$ cat config.mk
export PLATFORM = sky130hd
export DESIGN_NAME = nn_vector_loader
export DESIGN_NICKNAME = d
export VERILOG_FILES = /design/src/rtl/nn_vector_loader_pkg.sv /design/src/rtl/nn_vector_loader.sv
export SDC_FILE = /design/constraint.sdc
export NUM_CORES = 1
export LEC_CHECK = 0
export BUFFER_PORTS_ARGS = -buffer_cell sky130_fd_sc_hd__buf_4
export CORE_UTILIZATION = 54
export CTS_BUF_LIST = sky130_fd_sc_hd__clkbuf_4 sky130_fd_sc_hd__clkbuf_8
export CTS_CLUSTER_SIZE = 14
export DETAILED_ROUTE_END_ITERATION = 8
export PLACE_DENSITY = 0.82
export SYNTH_ARGS = -nofsm -noshare
export SYNTH_HDL_FRONTEND = slang
export SYNTH_SLANG_ARGS = --single-unit
$ cat constraint.sdc
create_clock -name clk -period 9 [get_ports clk]
set_input_delay 1.8 -clock clk [delete_from_list [all_inputs] [get_ports clk]]
set_output_delay 1.8 -clock clk [all_outputs]
set_load 0.005 [all_outputs]
$ cat src/rtl/nn_vector_loader_pkg.sv
// Shared numeric types for the nn_* blocks plus the vector loader's state encoding.
package nn_vector_loader_pkg;

    localparam int unsigned DATA_W    = 16;
    localparam int unsigned FRAC_BITS = 8;

    typedef logic signed [DATA_W-1:0] nn_data_t;

    typedef enum logic [1:0] {
        StLoad,
        StDrain,
        StCompute,
        StOutput
    } nn_loader_state_e;

    localparam int unsigned NN_LOADER_TIMEOUT = 64;

endpackage

$ cat src/rtl/nn_vector_loader.sv
// Streaming front end for nn_perceptron: packs a word stream into a parallel vector,
// holds it while the perceptron computes, and returns the result on an output stream.
module nn_vector_loader
    import nn_vector_loader_pkg::*;
#(
    parameter int unsigned FEATURES = 11,
    parameter int unsigned TIMEOUT  = NN_LOADER_TIMEOUT
) (
    input  logic                      clk,
    input  logic                      rst,
    input  nn_data_t                  s_data,
    input  logic                      s_valid,
    input  logic                      s_last,
    output logic                      s_ready,
    output nn_data_t [FEATURES-1:0]   vec_o,
    output logic                      vec_v,
    input  nn_data_t                  res_i,
    input  logic                      res_v_i,
    output nn_data_t                  m_data,
    output logic                      m_valid,
    input  logic                      m_ready,
    output logic                      m_timeout,
    output logic                      len_err
);

    localparam int unsigned IdxW = $clog2(FEATURES);
    localparam int unsigned CntW = $clog2(TIMEOUT);
    localparam logic [IdxW-1:0] LastIdx = IdxW'(FEATURES - 1);
    localparam logic [CntW-1:0] LastCnt = CntW'(TIMEOUT - 1);

    nn_loader_state_e        r_state;
    logic [IdxW-1:0]         r_idx;
    logic [CntW-1:0]         r_cnt;
    nn_data_t [FEATURES-1:0] r_vec;
    logic                    r_vec_v;
    nn_data_t                r_m_data;
    logic                    r_m_valid;
    logic                    r_m_timeout;
    logic                    r_len_err;

    logic                    w_s_ready;
    logic                    w_s_hs;

    // Gated by rst so the source sees no ready while reset is held.
    assign w_s_ready = !rst && (r_state == StLoad || r_state == StDrain);
    assign w_s_hs    = s_valid && w_s_ready;

    always_ff @(posedge clk or posedge rst) begin
        if (rst) begin
            r_state     <= StLoad;
            r_idx       <= '0;
            r_cnt       <= '0;
            r_vec       <= '0;
            r_vec_v     <= 1'b0;
            r_m_data    <= '0;
            r_m_valid   <= 1'b0;
            r_m_timeout <= 1'b0;
            r_len_err   <= 1'b0;
        end else begin
            r_len_err <= 1'b0;
            unique case (r_state)
                StLoad: begin
                    if (w_s_hs) begin
                        r_vec[r_idx] <= s_data;
                        if (s_last) begin
                            r_len_err <= (r_idx != LastIdx);
                            r_vec_v   <= 1'b1;
                            r_state   <= StCompute;
                        end else if (r_idx == LastIdx) begin
                            r_len_err <= 1'b1;
                            r_state   <= StDrain;
                        end else begin
                            r_idx <= r_idx + IdxW'(1);
                        end
                    end
                end
                StDrain: begin
                    if (w_s_hs && s_last) begin
                        r_vec_v <= 1'b1;
                        r_state <= StCompute;
                    end
                end
                StCompute: begin
                    // A result arriving on the timeout cycle takes priority over the abort.
                    if (res_v_i) begin
                        r_m_data    <= res_i;
                        r_m_timeout <= 1'b0;
                        r_m_valid   <= 1'b1;
                        r_vec_v     <= 1'b0;
                        r_state     <= StOutput;
                    end else if (r_cnt == LastCnt) begin
                        r_m_data    <= '0;
                        r_m_timeout <= 1'b1;
                        r_m_valid   <= 1'b1;
                        r_vec_v     <= 1'b0;
                        r_state     <= StOutput;
                    end else begin
                        r_cnt <= r_cnt + CntW'(1);
                    end
                end
                StOutput: begin
                    if (m_ready) begin
                        r_m_valid   <= 1'b0;
                        r_m_timeout <= 1'b0;
                        r_vec       <= '0;
                        r_idx       <= '0;
                        r_cnt       <= '0;
                        r_state     <= StLoad;
                    end
                end
                default: r_state <= StLoad;
            endcase
        end
    end

    assign s_ready   = w_s_ready;
    assign vec_o     = r_vec;
    assign vec_v     = r_vec_v;
    assign m_data    = r_m_data;
    assign m_valid   = r_m_valid;
    assign m_timeout = r_m_timeout;
    assign len_err   = r_len_err;

endmodule

==> metrics.md, run 1 <==
| Metric | Value |
|---|---|
| Outcome | `finished clean` |
| CP endpoint kind | `output pin` |
| Core area | `15200 um2` |
| Startpoint types | `input pin` |
| Synthesis Warnings | `0` |
| Layout area overhead | `28.7%` |
| Hold_ws | `484 ps` |
| # clock sinks | `208` |
| Global-route layer with the greatest usage | `met2` |
| CTS resizes | `0` |
| FP Rows | `45` |
| Initial antenna violation count | `0` |
| Worst min path class | `reg -> reg` |
| Post-route minimum period | `3970 ps` |
| Largest cells by area after synthesis | `dfrtp_1 (62%), o21ai_1 (9.1%), nand2_1 (8.5%), o221ai_4 (3.1%), o2bb2ai_1 (2.3%)` |
| Clock buffer depth | `3` |
| Clock latency at the later pin of the worst-skew pair | `520 ps` |
| Post-DR wirelength/cell | `19.2 um` |
| CTS tree | `yes` |
| Period utilization | `44.1%` |
| Synth top cells by count | `dfrtp_1 (208), nand2_1 (192), o21ai_1 (154), o2bb2ai_1 (22), clkbuf_1 (20)` |
| Residual DRC | `0` |
| RSZ-0062 raised after global routing | `no` |
| Switch share | `33.9%` |
| Crit path DAT | `2170 ps` |
| CP Buf/Inv Count | `2` |
| Count leader, synth | `dfrtp_1` |
| Via count | `6725` |
| Gpl congestion | `0.783` |
| Async SR Flop Fraction | `100%` |
| Global-route wire length before repair | `35.9 mm` |
| H-tree Lvls | `2` |
| # IOs | `235` |
| Num CTS Buffers | `35` |
| Slowest CP cell | `buf_4` |
| Layout cells sized above 1 | `32.1%` |
| Worst Hold Path EP | `vec_o[64]$_DFFE_PP0P_` |
| Total GRT Usage | `29.0%` |
| Final HPWL DP | `15.3 mm` |
| Crit path top cell by count | `buf_4` |
| Final setup violation count | `0` |
| Setup Fix Bufs, Post-CTS | `0` |
| Leak | `5.32 nW` |
| Port Buffers | `234` |
| Vias in the first global route | `6559` |
| Syn Nets | `809` |
| Synth Flop Type | `dfrtp_1` |
| M2 GR Usage | `46.3%` |
| Crit path from | `rst` |
| Cell family with most CP delay | `buffers and inverters` |
| Top cell type's share of synthesized area | `61.7%` |
| Endpoints failing hold | `0` |
| Final layout net count | `1026` |
| CTS Hold Bufs | `0` |
| Die height | `127 um` |
| Sequential power share | `40.7%` |
| Power Dens Cells | `293 nW/um2` |
| Post-synth EDFFs | `0` |
| Syn Area/Cell | `11.1 um2` |
| Antenna Nets Post-Route | `0` |
| Flops & latches, synth | `208` |
| Largest area contributor in the netlist | `dfrtp_1` |
| Relative slew margins | `24.5%` |
| Met1 usage | `38.8%` |
| Initial DRC Count | `444` |
| Fin. max-slew vios | `0` |
| Worst IR Drop VDD | `0.000147 V` |
| Pint | `0.00210 W` |
| Vias per cell | `5.65` |
| Setup TNS | `0 ps` |
| Synthesized area | `8440 um2` |
| Syn Inst Count | `760` |
| Setup Skew | `27.4 ps` |
| Max-cap violations | `0` |
| Achievable Freq | `252 MHz` |
| R2R Path End | `vec_o[27]$_DFFE_PP0P_` |
| Reg2reg path depth | `5` |
| Number of unique standard cell types used by synthesis | `52` |
| CP max FO | `6` |
| Switch Pwr | `0.00108 W` |
| Overflow after GRT | `0` |
| Clk pwr share | `27.9%` |
| Worst-path clk slew | `60 ps` |
| DIE WIDTH | `127 um` |
| CTS root buffer | `clkbuf_8` |
| Worst Hold Path Cells | `2` |
| Measured slew at the worst slew-check pin | `1130 ps` |
| Reg2Reg Setup Slack | `5730 ps` |
| Largest net degree at the start of global routing | `128` |
| Crit-path cells | `buf_4, nor2_1, buf_4` |
| Ant. Diodes | `0` |
| Comb pwr share | `31.4%` |
| First-pass DRT Iterations | `5` |
| DRT Wirelength | `22.9 mm` |
| Initial Utilization | `55.5%` |
| Sequential area share after synthesis | `61.7%` |
| HP Start | `vec_o[64]$_DFFE_PP0P_` |
| Worst r2r src | `r_state[0]$_DFFE_PP0P_` |
| GR Layer Usage met3 | `5.57%` |
| Req. time, crit path | `7200 ps` |
| DIE AREA | `16100 um2` |
| WS Path Type | `in -> out` |
| Max stage delay on crit path | `140 ps` |
through the flow:
step	cell area [um2]	util [%]	setup slack [ps]	cells	total power, W
floorplan	8440	-	1520	760	0.00187
global placement	10100	66.5	5040	1128	0.00228
detailed placement	10100	66.5	5030	1128	0.00231
CTS	10900	71.5	5030	1190	0.00320
global route	10900	71.5	5020	1190	0.00336
finish	10900	71.5	5030	1190	0.00318
metal layers:
metal | share of wire [%] | vias up
li1 | - | 3078
met1 | 42 | 3296
met2 | 48 | 284
met3 | 6.2 | 67
met4 | 4.0 | 0
met5 | 0 | -
power groups by stage:
stage / registers (W) / clock network [W] / logic (W)
CTS: 0.00129 / 0.000901 / 0.00101
floorplan: 0.00129 / 0 / 0.000581
finish: 0.00130 / 0.000889 / 0.000999
global placement: 0.00130 / 0 / 0.000978
global route: 0.00132 / 0.000942 / 0.00110
detailed placement: 0.00130 / 0 / 0.00100
worst max-delay path by stage:
stage,to,slack (ps),cells past startpoint
6_report,s_ready,5030,3
4_1_cts,s_ready,5030,3
3_5_place_dp,s_ready,5030,3
2_1_floorplan,len_err$_DFF_PP0_,1520,1
3_3_place_gp,s_ready,5040,3
5_1_grt,s_ready,5020,3
worst min-delay path, delay by kind of cell (launching register included):
kind,cells,cell delay [ps]
AO/OA/AOI/OAI,1,60
flip-flops,1,340
AND/OR/NAND/NOR,1,50
cell type report:
cell class / instances / area [um2]
sequential: 208 / 5200
fill: 1117 / 4340
multi-input combinational: 488 / 2860
timing repair buffer: 235 / 1760
clock buffer: 53 / 679
tap: 188 / 235
clock inverter: 9 / 77.6
inverter: 9 / 41.3
cells in the final DEF (no fill, tap or decap), types with 2 or more instances in the layout:
cell and n:
clkinv_2 6, o2bb2ai_1 22, dfrtp_1 208, a211o_1 2, o21ai_1 154, nor3b_2 3, clkbuf_4 8, a21oi_1 5
nand2b_1 2, clkbuf_8 45, o221ai_4 10, and2_1 2, o21ai_0 9, o211ai_1 2, o21bai_1 2, and3b_1 9
buf_4 235, inv_1 8, nand2_1 192, ha_1 10, a211oi_1 2, nand2_2 2, o21ai_2 2, mux2i_1 5
nor4_1 2, inv_6 2, a22o_1 16, nor2b_2 3, nor2_1 8
sequential cells by signal (all words and copies together) (netlist names):
signal	count
m_valid	1
vec_o	176
r_cnt	6
r_state	2
len_err	1
vec_v	1
m_timeout	1
r_idx	4
m_data	16
cells by family after synthesis:
kind of cell	Yosys count	share of synthesized area (%)
AO/OA/AOI/OAI	236	19.0
AND/OR/NAND/NOR	235	12.5
flip-flops	208	61.7
buffers and inverters	64	4.48
adder cells (fa/ha/maj)	11	1.63
multiplexers	5	0.593
XOR/XNOR	1	0.104
(Power assumes the default switching activity.)
==> run 2, diff against run 1 <==
==> constraint.sdc (replaced) <==
create_clock -name clk -period 3.7 [get_ports clk]
set_input_delay 0.74 -clock clk [delete_from_list [all_inputs] [get_ports clk]]
set_output_delay 0.74 -clock clk [all_outputs]
set_load 0.005 [all_outputs]
==> run 2 against run 1 <==
Sequential power increased by 140%. Sequential share of layout area fell by 0.19 points. Final cell count up 0.17%. Combinational power grew 150%. Global-route usage up 1.1 points. Core utilization up 0.28 points. Design area grew 0.39%. Total power is 140% higher. Routed wire length grew 3.7%. Sequential cell count is the same. First-iteration DRC count down 11%. Clock power grew 140%. Critical path type is now reg -> reg.
==> metrics.md, run 2 (same netlist as run 1, synthesis figures left out) <==
| Metric | Value |
|---|---|
| Antenna Nets Post-Route | `0` |
| Setup TNS | `0 ps` |
| RSZ-0062 raised after global routing | `no` |
| Leak | `5.34 nW` |
| DIE AREA | `16100 um2` |
| DRT Wirelength | `23.8 mm` |
| Initial antenna violation count | `0` |
| Worst Slack Setup Final | `928 ps` |
| CP max FO | `30` |
| Clock latency at the later pin of the worst-skew pair | `530 ps` |
| Relative slew margins | `42.9%` |
| Worst min path class | `in -> async` |
| Final core utilization | `71.7%` |
| Max stage delay on crit path | `840 ps` |
| Layout fillers | `1076` |
| Layout area overhead | `29.2%` |
| CP Buf/Inv Count | `0` |
| Achievable Freq | `361 MHz` |
| Fin. max-slew vios | `0` |
| Placement Setup Slack | `964 ps` |
| Vias per cell | `5.78` |
| CTS Hold Bufs | `0` |
| Initial Utilization | `55.5%` |
| Residual DRC | `0` |
| Max FFs per register | `176` |
| Slowest CP cell | `and4bb_1` |
| DIE WIDTH | `127 um` |
| Post-route minimum period | `2770 ps` |
| Power Dens Cells | `715 nW/um2` |
| Crit-path cells | `ha_2, and4bb_1, nand2_1, o21ai_1` |
| Num CTS Buffers | `34` |
| Vias in the first global route | `6821` |
| Worst IR Drop VDD | `0.000413 V` |
| Crit path from | `r_state[0]$_DFFE_PP0P_` |
| Core area | `15200 um2` |
| Final HPWL DP | `15.9 mm` |
| Worst r2r src | `r_state[0]$_DFFE_PP0P_` |
| H-tree Lvls | `2` |
| Outcome | `finished clean` |
| Total GRT Usage | `30.0%` |
| Most frequent cells in the layout | `buf_4 (236), dfrtp_1 (208), nand2_1 (192), o21ai_1 (154), clkbuf_8 (48)` |
| FP Rows | `45` |
| Fin area | `10900 um2` |
| Req. time, crit path | `4130 ps` |
| Final setup violation count | `0` |
| Cell family with most CP delay | `simple AND/OR/NAND/NOR gates` |
| Placed inst area | `10200 um2` |
| CTS resizes | `0` |
| Crit path DAT | `3210 ps` |
| Max-cap violations | `0` |
| CTS root buffer | `clkbuf_8` |
| Overflow after GRT | `0` |
| First-pass DRT Iterations | `5` |
| CP endpoint kind | `flip-flop` |
| # IOs | `235` |
| Measured slew at the worst slew-check pin | `855 ps` |
| Startpoint types | `flip-flop` |
| # clock sinks | `208` |
| CTS tree | `yes` |
| Largest net degree at the start of global routing | `79` |
| Post-layout power | `0.00780 W` |
| Post-DR wirelength/cell | `19.9 um` |
| Via count | `6895` |
| Layout cells sized above 1 | `32.3%` |
| Worst-path clk slew | `70 ps` |
| Period utilization | `74.9%` |
| Die height | `127 um` |
| Endpoints failing hold | `0` |
| Ant. Diodes | `0` |
| Global-route wire length before repair | `37.2 mm` |
| Clock buffer depth | `3` |
| Initial DRC Count | `394` |
| Port Buffers | `234` |
| Setup Skew | `34.0 ps` |
| WS Path Type | `reg -> reg` |
| Commonest non-fill, non-tap cell in the layout | `buf_4` |
| Gpl congestion | `0.807` |
| Setup Fix Bufs, Post-CTS | `0` |
| Final layout net count | `1028` |
## run 2: final timing paths
kind	to	slack (ps)	cells past startpoint
max in group asynchronous	vec_o[171]$_DFFE_PP0P_	2400	3
worst max register to register	vec_o[167]$_DFFE_PP0P_	930	4
worst min-delay path	m_data[3]$_DFFE_PP0P_	420	2
worst min register to register	vec_o[85]$_DFFE_PP0P_	480	2
worst max-delay path	vec_o[167]$_DFFE_PP0P_	930	4
min in group clk	m_data[3]$_DFFE_PP0P_	440	2
## run 2: area by class of cell
cell class                      count  area [um2]  area share, %
Clock buffer                       57         728           6.68
Clock inverter                      4        27.5          0.252
Inverter                            9        37.5          0.344
Multi-Input combinational cell    488        2860           26.2
Sequential cell                   208        5200           47.7
Tap cell                          188         235           2.16
Timing Repair Buffer              238        1810           16.6
## run 2: power breakdown
| group | switching (W) | internal, W | total [W] |
|---|---|---|---|
| logic | 0.00139 | 0.00109 | 0.00248 |
| clock network | 0.000914 | 0.00125 | 0.00216 |
| registers | 0.000373 | 0.00279 | 0.00316 |
## run 2: worst register-to-register path: stages, from the launching register on
cell and delay (ps):
dfrtp_1 410, ha_2 460, and4bb_1 850, nand2_1 650
o21ai_1 330
## run 2: through the flow
stage,hold WS [ps],cells
floorplan,473,760
global placement,465,1131
detailed placement,475,1131
CTS,427,1192
global route,441,1192
finish,419,1192
## run 2: per-layer routing
metal | GRT usage (%) | vias to the layer above | share of wire (%)
li1 | - | 3068 | -
met1 | 39.4 | 3448 | 41
met2 | 47.2 | 316 | 47
met3 | 6.95 | 63 | 7.8
met4 | 15.5 | 0 | 4.2
met5 | 0 | - | 0
